### src/rtl/uop_pkg.sv
// uop_pkg: op encodings and fixed per-op unit latencies shared by the issue path
package uop_pkg;
  typedef enum logic [1:0] {OP_AND, OP_SHL, OP_ADDSUB, OP_MUL} op_t;
  localparam int LAT_LUT = 0;
  localparam int LAT_DSP_ADDSUB = 2;
  localparam int LAT_DSP_MUL = 3;
  function automatic int op_latency(input op_t op);
    return op == OP_MUL ? LAT_DSP_MUL : op == OP_ADDSUB ? LAT_DSP_ADDSUB : LAT_LUT;
  endfunction
endpackage

### src/rtl/uop_sync_fifo.sv
// uop_sync_fifo: synchronous FIFO of any depth; push ignored when full, pop ignored when empty
module uop_sync_fifo #(
  parameter int DW = 8,
  parameter int DEPTH = 4
) (
  input  logic clk,
  input  logic rst,
  input  logic push,
  input  logic pop,
  input  logic [DW-1:0] wdata,
  output logic [DW-1:0] rdata,
  output logic full,
  output logic empty,
  output logic [$clog2(DEPTH+1)-1:0] count
);
  localparam int AW = DEPTH > 1 ? $clog2(DEPTH) : 1;
  localparam int CW = $clog2(DEPTH+1);
  logic [DW-1:0] mem [DEPTH];
  logic [AW-1:0] wptr, rptr;
  logic push_ok, pop_ok;
  function automatic logic [AW-1:0] nxt(input logic [AW-1:0] p);
    return p == AW'(DEPTH-1) ? '0 : p + 1'b1;
  endfunction
  assign full = count == CW'(DEPTH);
  assign empty = count == '0;
  assign push_ok = push && !full;
  assign pop_ok = pop && !empty;
  assign rdata = mem[rptr];
  always_ff @(posedge clk) begin
    if (rst) begin
      wptr <= '0;
      rptr <= '0;
      count <= '0;
      for (int i = 0; i < DEPTH; i++) mem[i] <= '0;
    end else begin
      if (push_ok) mem[wptr] <= wdata;
      if (push_ok) wptr <= nxt(wptr);
      if (pop_ok) rptr <= nxt(rptr);
      count <= count + CW'(push_ok) - CW'(pop_ok);
    end
  end
endmodule

### src/rtl/uop_issue_ctrl.sv
// uop_issue_ctrl: credit-gated issue into a fixed-latency microop_unit with result FIFO
// UOP_ISSUE_PERF_EN adds perf_issued/perf_stall counters.
module uop_issue_ctrl import uop_pkg::*; #(
  parameter int W = 64,
  parameter int TAG_W = 4,
  parameter int IQ_DEPTH = 4,
  parameter int LAT = LAT_LUT
) (
  input  logic clk,
  input  logic rst,
  input  logic in_valid,
  output logic in_ready,
  input  logic [W-1:0] in_a,
  input  logic [W-1:0] in_b,
  input  logic [$clog2(W)-1:0] in_shamt,
  input  logic [TAG_W-1:0] in_tag,
  output logic [W-1:0] op_a,
  output logic [W-1:0] op_b,
  output logic [$clog2(W)-1:0] op_shamt,
  input  logic [W-1:0] op_y,
  output logic out_valid,
  input  logic out_ready,
  output logic [W-1:0] out_y,
  output logic [TAG_W-1:0] out_tag
`ifdef UOP_ISSUE_PERF_EN
  ,
  output logic [31:0] perf_issued,
  output logic [31:0] perf_stall
`endif
);
  localparam int SW = $clog2(W);
  localparam int RD = LAT + 1;
  localparam int OW = $clog2(LAT + 2);
  logic [2*W+SW+TAG_W-1:0] q_rdata;
  logic [W-1:0] q_a, q_b;
  logic [SW-1:0] q_sh;
  logic [TAG_W-1:0] q_tag;
  logic q_full, q_empty, r_full, r_empty, issue, unused;
  logic [$clog2(IQ_DEPTH+1)-1:0] q_count;
  logic [OW-1:0] r_count, outstanding;
  logic [RD-1:0] vld;
  logic [TAG_W-1:0] ptag [RD];
  assign in_ready = !q_full;
  assign {q_a, q_b, q_sh, q_tag} = q_rdata;
  assign out_valid = !r_empty;
  assign unused = ^{q_count, r_full};
  uop_sync_fifo #(.DW(2*W+SW+TAG_W), .DEPTH(IQ_DEPTH)) u_iq (
    .clk(clk), .rst(rst), .push(in_valid && in_ready), .pop(issue),
    .wdata({in_a, in_b, in_shamt, in_tag}), .rdata(q_rdata),
    .full(q_full), .empty(q_empty), .count(q_count)
  );
  uop_sync_fifo #(.DW(W+TAG_W), .DEPTH(RD)) u_rq (
    .clk(clk), .rst(rst), .push(vld[RD-1]), .pop(out_valid && out_ready),
    .wdata({op_y, ptag[RD-1]}), .rdata({out_y, out_tag}),
    .full(r_full), .empty(r_empty), .count(r_count)
  );
  // Credits: live pipeline valids plus queued results; a pop frees its credit only after the edge.
  always_comb begin
    outstanding = r_count;
    for (int i = 0; i < RD; i++) outstanding = outstanding + OW'(vld[i]);
    issue = !q_empty && (outstanding < OW'(RD));
  end
  always_ff @(posedge clk) begin
    if (rst) begin
      vld <= '0;
      op_a <= '0;
      op_b <= '0;
      op_shamt <= '0;
      for (int i = 0; i < RD; i++) ptag[i] <= '0;
    end else begin
      vld[0] <= issue;
      ptag[0] <= q_tag;
      for (int i = 1; i < RD; i++) vld[i] <= vld[i-1];
      for (int i = 1; i < RD; i++) ptag[i] <= ptag[i-1];
      if (issue) begin
        op_a <= q_a;
        op_b <= q_b;
        op_shamt <= q_sh;
      end
    end
  end
`ifdef UOP_ISSUE_PERF_EN
  always_ff @(posedge clk) begin
    if (rst) begin
      perf_issued <= '0;
      perf_stall <= '0;
    end else begin
      perf_issued <= perf_issued + 32'(issue);
      perf_stall <= perf_stall + 32'(!q_empty && !issue);
    end
  end
`endif
endmodule

### config.mk
export PLATFORM = sky130hd
export DESIGN_NAME = uop_issue_ctrl
export DESIGN_NICKNAME = d
export VERILOG_FILES = /design/src/rtl/uop_pkg.sv /design/src/rtl/uop_sync_fifo.sv /design/src/rtl/uop_issue_ctrl.sv
export SDC_FILE = /design/constraint.sdc
export NUM_CORES = 1
export LEC_CHECK = 0
export CAP_MARGIN = 25
export CORE_ASPECT_RATIO = 1.5
export CORE_MARGIN = 1.5
export CORE_UTILIZATION = 40
export CTS_BUF_LIST = sky130_fd_sc_hd__clkbuf_4 sky130_fd_sc_hd__clkbuf_8
export CTS_CLUSTER_DIAMETER = 60
export DETAILED_ROUTE_END_ITERATION = 12
export PLACE_DENSITY = 0.64
export SLEW_MARGIN = 20
export SYNTH_ARGS = -nofsm -noshare
export SYNTH_HDL_FRONTEND = slang
export SYNTH_SLANG_ARGS = --single-unit
export TNS_END_PERCENT = 50
### constraint.sdc
create_clock -name clk -period 10.85 [get_ports clk]
set_clock_uncertainty 0.2 [all_clocks]
set_input_delay 2.7125 -clock clk [delete_from_list [all_inputs] [get_ports clk]]
set_output_delay 2.7125 -clock clk [all_outputs]
set_load 0.02 [all_outputs]
==> reports/qor.txt, run 1 <==
Seq cells post-synth: 769
Drt drc: 0
CTS H-Tree Depth: 3
EDFF count, synth: 620
Global Route Usage Sum: 0.1911
Seq/Total Area, Yosys: 0.7012
FF/Latch Area: 21,610 um2
Core Util, Final: 0.5050
Mapped Area: 30,800 um2
Drt first-iter violations: 807
Synth Area per Inst: 16.70 um2
Fill cell count: 6,409
Critical Path AT: 6.12 ns
Post-Syn Instances: 1,845
Routed vias/inst: 5.025
Num CTS Buffers: 114
Clk sink count: 769
Layout cells sized above 1: 0.1641
IO Count: 410
Core Region: 76,180 um2
First-pass GRT wire length: 112,100 um
Pins over their slew limit: 0
Power density over cell area: 230.6 nW/um2
Die ar.: 78,720 um2
Hpwl dp: 42,680 um
Asr flop ratio synth: 0
Root Buffer: clkbuf_8
CTS Hold Buffers Added: 0
Worst-path clk slew: 0.06 ns
CP required: 10.98 ns
Max FO, Critical Path: 85
Ratio of final minimum period to clock period: 0.5522
Syn-to-layout area delta: 24.89%
Outcome: finished clean
Number of port buffers: 409
Initial antenna violation count: 18
VDD IR-drop max: 0.1048 mV
RePlAce Congestion: 0.8002
RSZ-0062 raised after global routing: false
Post-layout nets: 2,482
Total grt overflow: 0
Post-CTS Resized: 0
Worst path setup slack after routing: 4.859 ns
Final hold violations: 0
Final setup viols: 0
Die Span Y: 342.9 um
Worst Max-Slew Pin Slew: 1.073 ns
FP Rows: 124
Drt pass-1 iters: 4
Setup bufs post-CTS: 0
Minimum clock period: 5.991 ns
Critical path class: in2reg
Remaining antenna violation count after routing: 0
Die X: 229.6 um
Worst setup SP type: input pin
Max_slew headroom: 0.2844
Area occupied by multi-input gates: 8597 um2
Worst-skew pair later-pin latency: 0.71 ns
Top_reg_cell synth: edfxtp_1
Initial Util: 0.4044
WL per Instance: 22.17 um
Synth cell types: 32
FMAX: 0.1669 GHz
Static Leakage: 13.96 nW
Max-capacitance violation count: 0
Max Buffers Root-to-Sink: 3
Post-Synthesis Net Count: 2,057
Vias in the first global route: 18.19k
Pin count of the biggest net entering global routing: 108
WL final: 75,160 um
Setup TNS: 0 ns
YS warnings: 0
Worst slack, placed: 3.763 ns
Via count: 17.04k
Hold Path Class: reg2reg
CTS tree: done
Critical Path End Type: flip-flop
-- path summary, 6_finish.rpt --
path	slack, ns	cells after the start	startpoint	to
setup / recovery	4.86	7	rst	u_iq.mem[1][20]
hold / removal	0.27	1	op_b[9]	op_b[9]
setup reg to reg	7.20	6	u_iq.count[1]	u_iq.mem[0][15]
hold reg to reg	0.27	1	op_b[9]	op_b[9]
-- sequential cells by signal, summed over array words and instances (netlist names), 2 cells and up, named ones only --
signal      flops
u_iq.count      3
u_rq.mem       68
u_iq.mem      552
op_b           64
op_shamt        6
ptag            4
u_iq.rptr       2
u_iq.wptr       2
op_a           64
-- routing by layer --
metal,wire [um],global-route usage,part of all wire,vias to the layer above
li1,-,-,-,7734
met1,29600,0.2228,0.39,8619
met2,38160,0.3355,0.51,537
met3,5617,0.05544,0.075,128
met4,1652,0.06661,0.022,18
met5,133,0,0.0018,-
-- critical path, stage by stage --
cell and delay, ns:
clkdlybuf4s50_1 0.42, buf_4 0.24, nand2b_2 0.31, nor4b_4 0.25, buf_4 0.59, or2_4 0.90
buf_12 0.40
-- synth_stat cells (2+ instances only) --
| master | count | area [um2] |
|---|---|---|
| inv_1 | 7 | 26.28 |
| nand2_1 | 3 | 11.26 |
| a22o_1 | 134 | 1174 |
| nor2_1 | 3 | 11.26 |
| a21oi_1 | 7 | 35.03 |
| buf_4 | 2 | 15.01 |
| nor2_2 | 2 | 12.51 |
| mux4_2 | 138 | 3108 |
| xnor2_1 | 2 | 17.52 |
| and2_1 | 620 | 3879 |
| ha_1 | 5 | 62.56 |
| or2_2 | 4 | 25.02 |
| clkbuf_1 | 63 | 236.5 |
| clkbuf_2 | 25 | 125.1 |
| nor2b_1 | 8 | 50.05 |
| dfxtp_1 | 149 | 2983 |
| edfxtp_1 | 620 | 18620 |
| nor4b_4 | 2 | 47.55 |
| buf_6 | 7 | 78.83 |
| buf_2 | 31 | 155.2 |
| o21ai_0 | 2 | 10.01 |
-- report_power, final --
group | switching (mW) | internal [mW] | total, mW
combinational | 1.24 | 1.11 | 2.35
sequential | 0.250 | 3.72 | 3.97
clock | 1.12 | 1.45 | 2.56
-- layout make-up --
class                      instances  share of cell area
clock inverter                    40            0.009985
timing repair buffer             437              0.1141
sequential                       769              0.5617
multi-input combinational        940              0.2235
inverter                           8           0.0007806
clock buffer                     177             0.05649
tap                             1008             0.03278
antenna                           11           0.0007155
-- stage by stage --
| stage | total power [mW] | hold slack, ns | cells | cell area, um2 |
|---|---|---|---|---|
| 6_report | 8.873 | 0.2749 | 3390 | 38470 |
| 5_1_grt | 9.280 | 0.2878 | 3387 | 38460 |
| 4_1_cts | 9.002 | 0.2815 | 3377 | 38390 |
| 3_5_place_dp | 6.418 | 0.2632 | 3160 | 35830 |
| 3_3_place_gp | 6.386 | 0.2596 | 3159 | 35800 |
| 2_1_floorplan | 5.370 | 0.2622 | 1845 | 30800 |
-- kinds of logic after synthesis --
family	count (synthesis)	synth area share
AO/OA/AOI/OAI	145	0.04025
adder cells (fa/ha/maj)	6	0.002681
XOR/XNOR	2	0.0005687
AND/OR/NAND/NOR	649	0.1336
buffers and inverters	136	0.02080
flip-flops	769	0.7012
multiplexers	138	0.1009
-- placed cells by master, fill, tap and decap left out, types with 5 or more instances in the layout --
master           instances
and2_1                 620
edfxtp_1               620
clkdlybuf4s50_1        409
dfxtp_1                147
mux4_2                 138
clkbuf_8               135
a22o_1                 134
clkbuf_4                42
buf_4                   23
clkinv_2                13
clkinv_1                12
diode_2                 11
a21oi_1                  7
nor2b_1                  7
inv_1                    7
bufinv_16                7
ha_1                     5
clkinvlp_4               5
Power figures use the tool's default switching activity.
==> run 2, diff against run 1 <==
--- a/config.mk
+++ b/config.mk
@@ -12,7 +12,7 @@
 export CTS_BUF_LIST = sky130_fd_sc_hd__clkbuf_4 sky130_fd_sc_hd__clkbuf_8
 export CTS_CLUSTER_DIAMETER = 60
 export DETAILED_ROUTE_END_ITERATION = 12
-export PLACE_DENSITY = 0.64
+export PLACE_DENSITY = 0.66
 export SLEW_MARGIN = 20
 export SYNTH_ARGS = -nofsm -noshare
 export SYNTH_HDL_FRONTEND = slang
==> constraint.sdc (replaced) <==
create_clock -name clk -period 5.1 [get_ports clk]
set_clock_uncertainty 0.2 [all_clocks]
set_input_delay 1.275 -clock clk [delete_from_list [all_inputs] [get_ports clk]]
set_output_delay 1.275 -clock clk [all_outputs]
set_load 0.02 [all_outputs]
==> run 2 against run 1 <==
Sequential cell count stayed put. Non-clock buffer count is 9 higher. Global-route usage hardly changed. Hold slack better by 0.00085 ns. Wire length hardly changed. Clock-buffer cell count down 11. Sequential share of layout area down 0.26 points. Setup slack got worse by 3.7 ns. Critical endpoint is now in_ready. Largest cell class unchanged. Largest power group unchanged.
==> reports/qor.txt, run 2 (synthesized netlist as in run 1, its figures left out) <==
Most flops, register: u_iq.mem
Hold Path Class: reg2reg
IO Count: 410 (unchanged)
WL final: 75,190 um (about the same)
Die Span Y: 342.9 um (unchanged)
Pins over their slew limit: 0 (unchanged)
P_int: 13.27 mW (+110%)
Root Buffer: clkbuf_8
Worst-path clk slew: 0.07 ns (about the same)
Max_slew headroom: 0.3203 (+0.03590)
Max-capacitance violation count: 0 (unchanged)
Die X: 229.6 um (unchanged)
Hold WS: 0.2758 ns (+0.0008450 ns)
Critical path class: reg2out
Setup bufs post-CTS: 0 (unchanged)
Post-CTS Resized: 0 (unchanged)
Initial Util: 0.4044 (unchanged)
Crit path capture: in_ready
First-pass GRT wire length: 112,700 um (+0.58%)
Initial antenna violation count: 14 (-4)
Max Buffers Root-to-Sink: 3 (unchanged)
Die ar.: 78,720 um2 (unchanged)
Minimum clock period: 3.892 ns
Clk sink count: 769 (unchanged)
Switching part of the total: 0.2955 (+0.002141)
RSZ-0062 raised after global routing: false
Post-layout nets: 2,489 (+0.28%)
Pin count of the biggest net entering global routing: 139 (+29%)
CTS tree: done
Critical Path AT: 2.42 ns (-3.70 ns)
Worst setup SP type: flip-flop
Drt drc: 0 (unchanged)
Combinational fraction of design power: 0.273 (+0.009)
Power density over cell area: 487.4 nW/um2 (+110%)
Outcome: finished clean
RePlAce Congestion: 0.8142 (+1.7%)
Via count: 17.03k (-0.041%)
FMAX: 0.2569 GHz
Number of port buffers: 409 (unchanged)
Max FFs per register: 552 (unchanged)
Layout cells sized above 1: 0.1621 (-0.001961)
Final hold violations: 0 (unchanged)
VDD IR-drop max: 0.2991 mV (+190%)
Vias in the first global route: 18.57k (+2.1%)
Worst-skew pair later-pin latency: 0.72 ns (about the same)
Crit path launch: u_iq.count[2]
Routed vias/inst: 5.017 (-0.16%)
Sequential share of power: 0.446 (about the same)
Critical R2R Launch: u_iq.count[1]
Drt first-iter violations: 888 (+10%)
Global Route Usage Sum: 0.1907 (-0.0004689)
Sw Pwr: 5.566 mW (+110%)
Remaining antenna violation count after routing: 0 (unchanged)
CP required: 3.62 ns (-7.36 ns)
Final setup viols: 0 (unchanged)
Critical Path End Type: output pin
Num CTS Buffers: 112 (-1.8%)
FF-to-FF path depth: 9 (+3)
RR Endpoint: u_iq.count[2]
WL per Instance: 22.15 um (about the same)
Ratio of final minimum period to clock period: 0.7632
Total grt overflow: 0 (unchanged)
Worst Max-Slew Pin Slew: 1.020 ns (-0.05385 ns)
Max FO, Critical Path: 9 (-89%)
Setup TNS: 0 ns (unchanged)
Drt pass-1 iters: 5 (+1)
Hpwl dp: 42,200 um (-1.1%)
Most frequent cells in the layout: 620 x and2_1, 620 x edfxtp_1, 409 x clkdlybuf4s50_1
Syn-to-layout area delta: 25.48%
Clock network power share: 0.281 (-0.008)
Core Region: 76,180 um2 (unchanged)
CTS H-Tree Depth: 3 (unchanged)
Reg2Reg Setup Slack: 2.43 ns (-4.77 ns)
Static Leakage: 14.01 nW (+0.38%)
FP Rows: 124 (unchanged)
Regs by FF count: u_iq.mem x552, u_rq.mem x68
CTS Hold Buffers Added: 0 (unchanged)
-- run 2: cell count changes in the layout (fill, tap and decap cells not counted), sizes merged --
cell | previous run | this run
clkbuf | 177 | 166
buf | 28 | 37
clkinv | 25 | 34
bufinv | 7 | 6
clkinvlp | 5 | 4
inv | 11 | 10
-- run 2: stage by stage --
step | instances | instance area [um2] | util | power [mW] | setup WS, ns
floorplan | 1845 | 30800 | - | 11.42 | 0.7502
global placement | 3169 | 36100 | 0.4739 | 13.65 | 1.092
detailed placement | 3170 | 36130 | 0.4743 | 13.75 | 1.098
CTS | 3382 | 38600 | 0.5068 | 19.10 | 1.115
global route | 3390 | 38640 | 0.5073 | 19.67 | 1.049
finish | 3394 | 38650 | 0.5074 | 18.84 | 1.208
-- run 2: power groups by stage --
stage          Combinational (mW)  Sequential [mW]  Clock, mW
6_report                     5.14             8.39       5.30
5_1_grt                      5.48             8.50       5.69
4_1_cts                      5.20             8.45       5.45
3_5_place_dp                 5.18             8.57          0
3_3_place_gp                 5.13             8.52          0
2_1_floorplan                2.36             9.07          0
-- run 2: worst min path at each step --
stage	end	startpoint	cells after the start	slack, ns
2_1_floorplan	flip-flop	u_iq.rptr[1]	2	0.26
3_3_place_gp	op_b[15]	op_b[15]	1	0.26
3_5_place_dp	op_a[1]	op_a[1]	1	0.27
4_1_cts	op_a[45]	op_a[45]	1	0.28
5_1_grt	op_a[15]	op_a[15]	1	0.29
6_report	op_b[11]	op_b[11]	1	0.28
-- run 2: critical path, cell delays in order (launching register included) --
cell and delay (ns):
dfxtp_1 0.39, nor3b_4 0.56, inv_1 0.16, clkdlybuf4s50_1 0.59
-- run 2: cell type report --
type                            count  area, um2
Sequential cell                   769      21610
Clock inverter                     46      389.1
Timing Repair Buffer              446       4654
Tap cell                         1008       1261
Inverter                            8      30.03
Antenna cell                       11      27.53
Multi-Input combinational cell    940       8597
Fill cell                        6361      37530
Clock buffer                      166       2085
-- run 2: layer usage --
layer	vias up	global-route usage	wire length [um]
li1	7754	-	-
met1	8604	0.2262	30060
met2	548	0.3348	38570
met3	111	0.04729	4920
met4	12	0.06963	1571
met5	-	0	72
